### src/rtl/prog_counter.sv
// Program counter and fetch sequencer for the 8-bit ISA core.
// Drives the instruction-memory address and sequences IDLE -> RUN -> DONE.
module prog_counter #(
  parameter int A  = 6,
  parameter int CW = 16
) (
  input  logic          clk,
  input  logic          reset,
  input  logic          start,
  input  logic          jump_en,
  input  logic [A-1:0]  jump_target,
  input  logic          branch_en,
  input  logic [A-1:0]  branch_off,
  input  logic          halt,
  output logic [A-1:0]  pc,
  output logic          running,
  output logic          done,
  output logic          fault,
  output logic [CW-1:0] cycles
);

  typedef enum logic [1:0] {IDLE, RUN, DONE} state_t;

  localparam logic [A-1:0]  PC_LAST  = '1;
  localparam logic [CW-1:0] CYC_SAT  = '1;

  state_t              state;
  logic signed [A-1:0] branch_off_s;

  assign branch_off_s = branch_off;

  // Executed-cycle count sticks at all-ones instead of wrapping.
  function automatic logic [CW-1:0] sat_inc(input logic [CW-1:0] c);
    return (c == CYC_SAT) ? c : c + CW'(1);
  endfunction

  // Sign-extended add, truncated back to the address width so that
  // branches wrap around the program space in either direction.
  function automatic logic [A-1:0] branch_add(input logic [A-1:0]        base,
                                              input logic signed [A-1:0] off);
    logic signed [A:0] sum;
    sum = $signed({1'b0, base}) + $signed({off[A-1], off});
    return sum[A-1:0];
  endfunction

  always_ff @(posedge clk) begin
    if (reset) begin
      state   <= IDLE;
      pc      <= '0;
      running <= 1'b0;
      done    <= 1'b0;
      fault   <= 1'b0;
      cycles  <= '0;
    end else begin
      case (state)
        IDLE: begin
          pc <= '0;
          if (start) begin
            state   <= RUN;
            running <= 1'b1;
            cycles  <= '0;
          end
        end

        RUN: begin
          cycles <= sat_inc(cycles);
          if (halt) begin
            state   <= DONE;
            running <= 1'b0;
            done    <= 1'b1;
            fault   <= 1'b0;
          end else if (jump_en) begin
            pc <= jump_target;
          end else if (branch_en) begin
            pc <= branch_add(pc, branch_off_s);
          end else if (pc == PC_LAST) begin
            // Sequential step past the last word: stop with a fault, pc parked.
            state   <= DONE;
            running <= 1'b0;
            done    <= 1'b1;
            fault   <= 1'b1;
          end else begin
            pc <= pc + A'(1);
          end
        end

        DONE: begin
          if (start) begin
            state   <= RUN;
            pc      <= '0;
            running <= 1'b1;
            done    <= 1'b0;
            fault   <= 1'b0;
            cycles  <= '0;
          end
        end

        default: begin
          state   <= IDLE;
          pc      <= '0;
          running <= 1'b0;
          done    <= 1'b0;
          fault   <= 1'b0;
          cycles  <= '0;
        end
      endcase
    end
  end

endmodule

### config.mk
export PLATFORM = sky130hd
export DESIGN_NAME = prog_counter
export DESIGN_NICKNAME = d
export VERILOG_FILES = /design/src/rtl/prog_counter.sv
export SDC_FILE = /design/constraint.sdc
export NUM_CORES = 1
export LEC_CHECK = 0
export CELL_PAD_IN_SITES_DETAIL_PLACEMENT = 1
export CELL_PAD_IN_SITES_GLOBAL_PLACEMENT = 1
export CORE_ASPECT_RATIO = 0.75
export CORE_MARGIN = 1
export CORE_UTILIZATION = 37
export CTS_BUF_LIST = sky130_fd_sc_hd__clkbuf_8
export DETAILED_ROUTE_END_ITERATION = 10
export GPL_TIMING_DRIVEN = 0
export PLACE_DENSITY = 0.93
export SETUP_SLACK_MARGIN = 0.1
export SYNTH_ARGS = -nofsm -noshare
export SYNTH_HDL_FRONTEND = slang
export SYNTH_SLANG_ARGS = --single-unit
export TNS_END_PERCENT = 20
### constraint.sdc
create_clock -name clk -period 2.3 [get_ports clk]
set_input_delay 0.46 -clock clk [delete_from_list [all_inputs] [get_ports clk]]
set_output_delay 0.46 -clock clk [all_outputs]
set_load 0.005 [all_outputs]
# Word level (Yosys, flattened, before mapping)
# Index checks and enable logic that the tools add are counted.
dict set report word_totals {
  regBits 27
  input_bits 18
  out_inout_bits 25
  elab_cells 57
}
dict set report op_classes {
  n_addsub 3
  n_eq_ne 12
  n_mux 29
  bitwise 1
  reduce_logical 6
}
# operator count
set ops {}
lappend ops {{2-to-1 mux 16 bit} 2}
lappend ops {{case mux 16 bit (2 select lines)} 1}
lappend ops {{2-to-1 mux 6 bit} 5}
lappend ops {{adder 16 x 1 -> 16 bit (second input constant)} 1}
lappend ops {{equality test 16 bit (second input constant)} 1}
lappend ops {{case mux 6 bit (2 select lines)} 1}
lappend ops {{2-to-1 mux 1 bit} 11}
lappend ops {{2-to-1 mux 2 bit} 5}
lappend ops {{inequality test 3 bit (second input constant)} 3}
lappend ops {{adder 6 x 1 -> 6 bit (second input constant)} 1}
lappend ops {{adder 6 bit} 1}
lappend ops {{equality test 6 bit (second input constant)} 1}
lappend ops {{inequality test 2 bit (second input constant)} 3}
lappend ops {{case mux 1 bit (3 select lines)} 2}
lappend ops {{AND reduction 5 bit} 1}
lappend ops {{inequality test 4 bit (second input constant)} 1}
lappend ops {{case mux 2 bit (2 select lines)} 1}
lappend ops {{AND reduction 4 bit} 1}
lappend ops {{AND reduction 3 bit} 1}
lappend ops {{equality test 2 x 1 -> 1 bit (second input constant)} 1}
lappend ops {{equality test 2 bit (second input constant)} 1}
lappend ops {{logical NOT 2 bit} 1}
lappend ops {{inequality test 2 x 1 -> 1 bit (second input constant)} 1}
lappend ops {{case mux 1 bit (2 select lines)} 1}
lappend ops {{other kinds (3)} 3}

# Depth between registers and ports, before layout
dict set report logic_depth {
  depth_word 6
  mapped_depth 7
}

# Worst setup path after synthesis
# Ideal clock, no wire load.
dict set report synth_path {
  path_kind {input port to flip-flop}
  start {input branch_off[0]}
  end {register pc[4]}
  setup_time_ns 0.126
  t_arrival_ns 1.705
  t_required_ns 2.174
  path_slack_ns 0.469
  path_stages 7
  path_buffers 0
  path_cell_list {ha_1 -> fa_1 -> a21o_1 -> a21oi_1 -> xnor2_1 -> o2111ai_1 -> nand3_1}
}
dict set report synth_via {
  elab_chain_len 5
}
# item line
set synth_lines {}
lappend synth_lines {{from (decl)} 13} ;# input logic [A-1:0] branch_off,
lappend synth_lines {{adder 6 bit} 42} ;# sum = $signed({1'b0, base}) + $signed({off[A-1], off});
lappend synth_lines {{2-to-1 mux 6 bit} 74} ;# end else if (branch_en) begin
lappend synth_lines {{2-to-1 mux 6 bit} 72} ;# end else if (jump_en) begin
lappend synth_lines {{2-to-1 mux 6 bit} 67} ;# if (halt) begin
lappend synth_lines {{case mux 6 bit (2 select lines)} 55} ;# case (state)
lappend synth_lines {{to (signal assigned)} 73} ;# pc <= jump_target;
lappend synth_lines {{to (signal assigned)} 75} ;# pc <= branch_add(pc, branch_off_s);
lappend synth_lines {{to (signal assigned)} 83} ;# pc <= pc + A'(1);
lappend synth_lines {{to (decl)} 15} ;# output logic [A-1:0] pc,
# No other way between the ends. The select of a mux whose other input is x is not followed.
# A chain may end at the register's enable or synchronous reset.

# Worst setup path in the final report
# Same ends and word-level chain as after synthesis.

==> tab_implementation.tex <==
\begin{tabular}{lr}
\hline
Metric & Value \\
\hline
\multicolumn{2}{l}{\textbf{Pwr}} \\
Power consumption & around 900 uW \\
Worst ir drop on vdd & 0.0002268 V \\
LEAKAGE & 0.0008554 uW \\
Power density cells & 409.8 nW/um\^{}2 \\
\multicolumn{2}{l}{\textbf{Placement}} \\
Placed Area & 2150 sq um \\
Post-DP HPWL & 3597 microns \\
Weighted congestion reported at the end of routability-driven placement & a little over 0.7 \\
Number of instances in the placed design & 292 \\
IO Port Bufs & 42 \\
\multicolumn{2}{l}{\textbf{Clock tree}} \\
Number of clock buffers inserted by TritonCTS & 3 \\
CTS root buffer & sky130\_fd\_sc\_hd\_\_clkbuf\_8 \\
H-tree depth & 1 \\
Number of hold-repair buffers added at the cts stage & 0 \\
Count of clock tree sinks & 27 \\
Maximum number of buffers from clock root to sink & 2 \\
Setup repair bufs after CTS & 0 \\
Worst skew pair latency & 0.27 ns \\
CTS clk-pin slew, worst paths & 0.09 ns \\
TritonCTS clock tree & done \\
\multicolumn{2}{l}{\textbf{Global routing}} \\
Vias in the first global route & 1,613 \\
Largest net degree at the start of global routing & 15 \\
Overall fraction of global-route tracks in use & 0.2063 \\
First-pass GRT wire length & 7596 microns \\
Gr ovfl total & 0 \\
Initial antenna violation count & 0 \\
\multicolumn{2}{l}{\textbf{Yosys}} \\
Mapped Area & 1660 sq um \\
FFs w/ async S/R, synth & 0 \\
Mean instance size in the synthesized netlist & 8.515 sq um \\
Cell taking the most area after synthesis & sky130\_fd\_sc\_hd\_\_dfxtp\_1 \\
Syn Nets & between 200 and 250 \\
Primary FF master, synth & sky130\_fd\_sc\_hd\_\_dfxtp\_1 \\
Flip-flop and latch count after synthesis & 27 \\
Cells after Synth & 195 \\
Area share of the leading cell type in the synthesized netlist & 0.3255 \\
Ranking of synthesized cells by area & sky130\_fd\_sc\_hd\_\_dfxtp\_1 (33\%), sky130\_fd\_sc\_hd\_\_xnor2\_1 (5.8\%), sky130\_fd\_sc\_hd\_\_a21oi\_1 (5.4\%), sky130\_fd\_sc\_hd\_\_nor2\_1 (5.4\%), sky130\_fd\_sc\_hd\_\_ha\_1 (5.3\%) \\
Distinct cell type count of the synthesized netlist & just under 50 \\
Warnings, synthesis & 0 \\
Portion of the post-synthesis area used by sequential elements & 0.3255 \\
Number of enable flip-flop cells after synthesis & 0 \\
\multicolumn{2}{l}{\textbf{Drt}} \\
Top Layer Used & met4 \\
Post-detailed-route via-to-cell ratio & around 5.4 \\
TritonRoute pass-1 iters & 4 \\
Met1 layer wirelength in the final routing & 2281 microns \\
Met2 wirelength from detailed routing & 2168 microns \\
Total via count after detailed routing & 1,608 \\
Number of nets with antenna violations after routing & 0 \\
DRC viols & 0 \\
Met3 wire length & 156 microns \\
Initial DRC count & 74 \\
Wirelength, routed & about 4600 microns \\
Routed WL per cell & between 15 and 20 microns \\
\multicolumn{2}{l}{\textbf{Layout}} \\
Fraction of final layout cells with drive strength greater than 1 & 0.07884 \\
Final Instance Count excl. Fillers & 296 \\
Share of the core filled with cells in the final layout & 0.5275 \\
Area of all placed cells without fillers & roughly 2200 sq um \\
N\_diodes & 0 \\
Area Overhead vs Synth & 32.78\% \\
Most frequent standard cell in the layout excluding fill and tap cells & sky130\_fd\_sc\_hd\_\_clkdlybuf4s50\_1 \\
Filler cell count in the final layout & 498 \\
Most frequent cells in the layout & sky130\_fd\_sc\_hd\_\_clkdlybuf4s50\_1 (41), sky130\_fd\_sc\_hd\_\_dfxtp\_1 (27), sky130\_fd\_sc\_hd\_\_nor2\_1 (24) \\
Final nets & 268 \\
\multicolumn{2}{l}{\textbf{Timing}} \\
Worst slew margin & 0.6465 \\
Period Utilization, post-route & 0.9248 \\
Transition time at the pin with the least slew margin & 0.5274 ns \\
Number of failing hold endpoints at the final stage & 0 \\
Slew Viols, Final & 0 \\
Final setup violation count & 0 \\
Clock period minus worst slack & approximately 2.1 ns \\
Unrepaired setup endpoints after global routing & true \\
Setup\_tns & 0 ns \\
Maximum clock skew at final layout & between 0.004 and 0.005 ns \\
Top achievable clock speed & 470.1 MHz \\
\multicolumn{2}{l}{\textbf{Status}} \\
Run status & finished, final reports clean \\
\multicolumn{2}{l}{\textbf{Worst setup path}} \\
Setup crit start kind & input pin \\
Endpoint required time on the critical path & 2.46 ns \\
Crit Path Class & in2reg \\
Worst-path maximum fanout & 2 \\
Worst endpoint data arrival time & around 2.3 ns \\
Crit path capture type & register \\
\multicolumn{2}{l}{\textbf{Floorplan}} \\
Std-Cell Core Area & 4179 sq um \\
Die outline height & approximately 60 microns \\
Placement row count & 20 \\
DIE AREA & 4762 sq um \\
Die extent in x & between 70 and 80 microns \\
Number of top-level pins & 43 \\
Initial core utilization & 0.3973 \\
\multicolumn{2}{l}{\textbf{Job}} \\
Max-cap viol count & 0 \\
\multicolumn{2}{l}{\textbf{Min path}} \\
Class of the most critical hold timing path & reg2reg \\
\hline
\end{tabular}
## where the power goes
part | total, uW | internal (uW) | switching (uW)
sequential | 491 | 478 | 12.8
combinational | 148 | 77.6 | 70.3
clock | 265 | 120 | 145
total | 904 | 675 | 228
## cell type report
| cell class | count | area (sq um) | area share |
|---|---|---|---|
| inverter | 3 | 11.26 | 0.005108 |
| clock buffer | 3 | 41.29 | 0.01873 |
| multi-input combinational | 158 | 1077 | 0.4886 |
| buffer | 7 | 38.79 | 0.01759 |
| tap | 55 | 68.82 | 0.03121 |
| timing repair buffer | 42 | 422.9 | 0.1918 |
| sequential | 27 | 540.5 | 0.2452 |
| clock inverter | 1 | 3.754 | 0.001703 |
## Yosys cell counts (5+ instances only)
master,n
sky130_fd_sc_hd__nand4_1,6
sky130_fd_sc_hd__o21ai_0,6
sky130_fd_sc_hd__dfxtp_1,27
sky130_fd_sc_hd__and2_1,5
sky130_fd_sc_hd__a21oi_1,18
sky130_fd_sc_hd__ha_1,7
sky130_fd_sc_hd__xor2_1,8
sky130_fd_sc_hd__nor2_1,24
sky130_fd_sc_hd__nand3_1,8
sky130_fd_sc_hd__xnor2_1,11
sky130_fd_sc_hd__nand2_1,15
## worst paths after layout
path	slack [ns]	start	endpoint	cells after the start
worst max-delay path	0.17	branch_off[0]	pc[4]$_SDFFE_PP0P_	8
worst min-delay path	0.53	done$_SDFFE_PP0P_	done$_SDFFE_PP0P_	2
worst max register to register	0.38	pc[0]$_SDFFE_PP0P_	pc[4]$_SDFFE_PP0P_	7
worst min register to register	0.53	done$_SDFFE_PP0P_	done$_SDFFE_PP0P_	2
## flip-flops by register name, summed over array words and instances, names as in the netlist
register	cells
done	1
state	2
fault	1
cycles	16
pc	6
running	1
## what timing repair did
item / 4_1_cts / 5_1_grt
resized for setup: 0 / 3
endpoints found under the setup margin: 0 / 2
hold endpoints to repair: 0 / 0
## per-stage QoR
step                      hold WS, ns  worst slack [ns]
after CTS                      0.5323            0.1355
after detailed placement       0.4844           -0.1451
after global placement         0.4746          -0.08888
after floorplan                0.4596            0.4691
after global routing           0.5579           0.04645
final                          0.5255            0.1730
## per-layer routing
| layer | vias up | global-route usage |
|---|---|---|
| met5 | - | 0 |
| met4 | 0 | 0.02338 |
| met3 | 2 | 0.03664 |
| met2 | 33 | 0.3621 |
| met1 | 774 | 0.2745 |
| li1 | 799 | - |
## worst max-delay path, cell delays in order
cell	delay (ns)
sky130_fd_sc_hd__clkdlybuf4s50_1	0.40
sky130_fd_sc_hd__ha_1	0.25
sky130_fd_sc_hd__fa_2	0.38
sky130_fd_sc_hd__a21o_1	0.18
sky130_fd_sc_hd__a21oi_1	0.17
sky130_fd_sc_hd__xnor2_1	0.10
sky130_fd_sc_hd__o2111ai_1	0.22
sky130_fd_sc_hd__nand3_1	0.11
## cell families (layout without fill, tap and decap cells)
logic type	Yosys count	in the layout	share of synthesized area
XOR/XNOR	19	19	0.1002
AO/OA/AOI/OAI	48	48	0.1952
flip-flops	27	27	0.3255
buffers and inverters	10	56	0.03014
adder cells (fa/ha/maj)	8	8	0.06481
AND/OR/NAND/NOR	80	80	0.2653
multiplexers	3	3	0.01884
No activity file was read; power rests on OpenSTA's default activity.
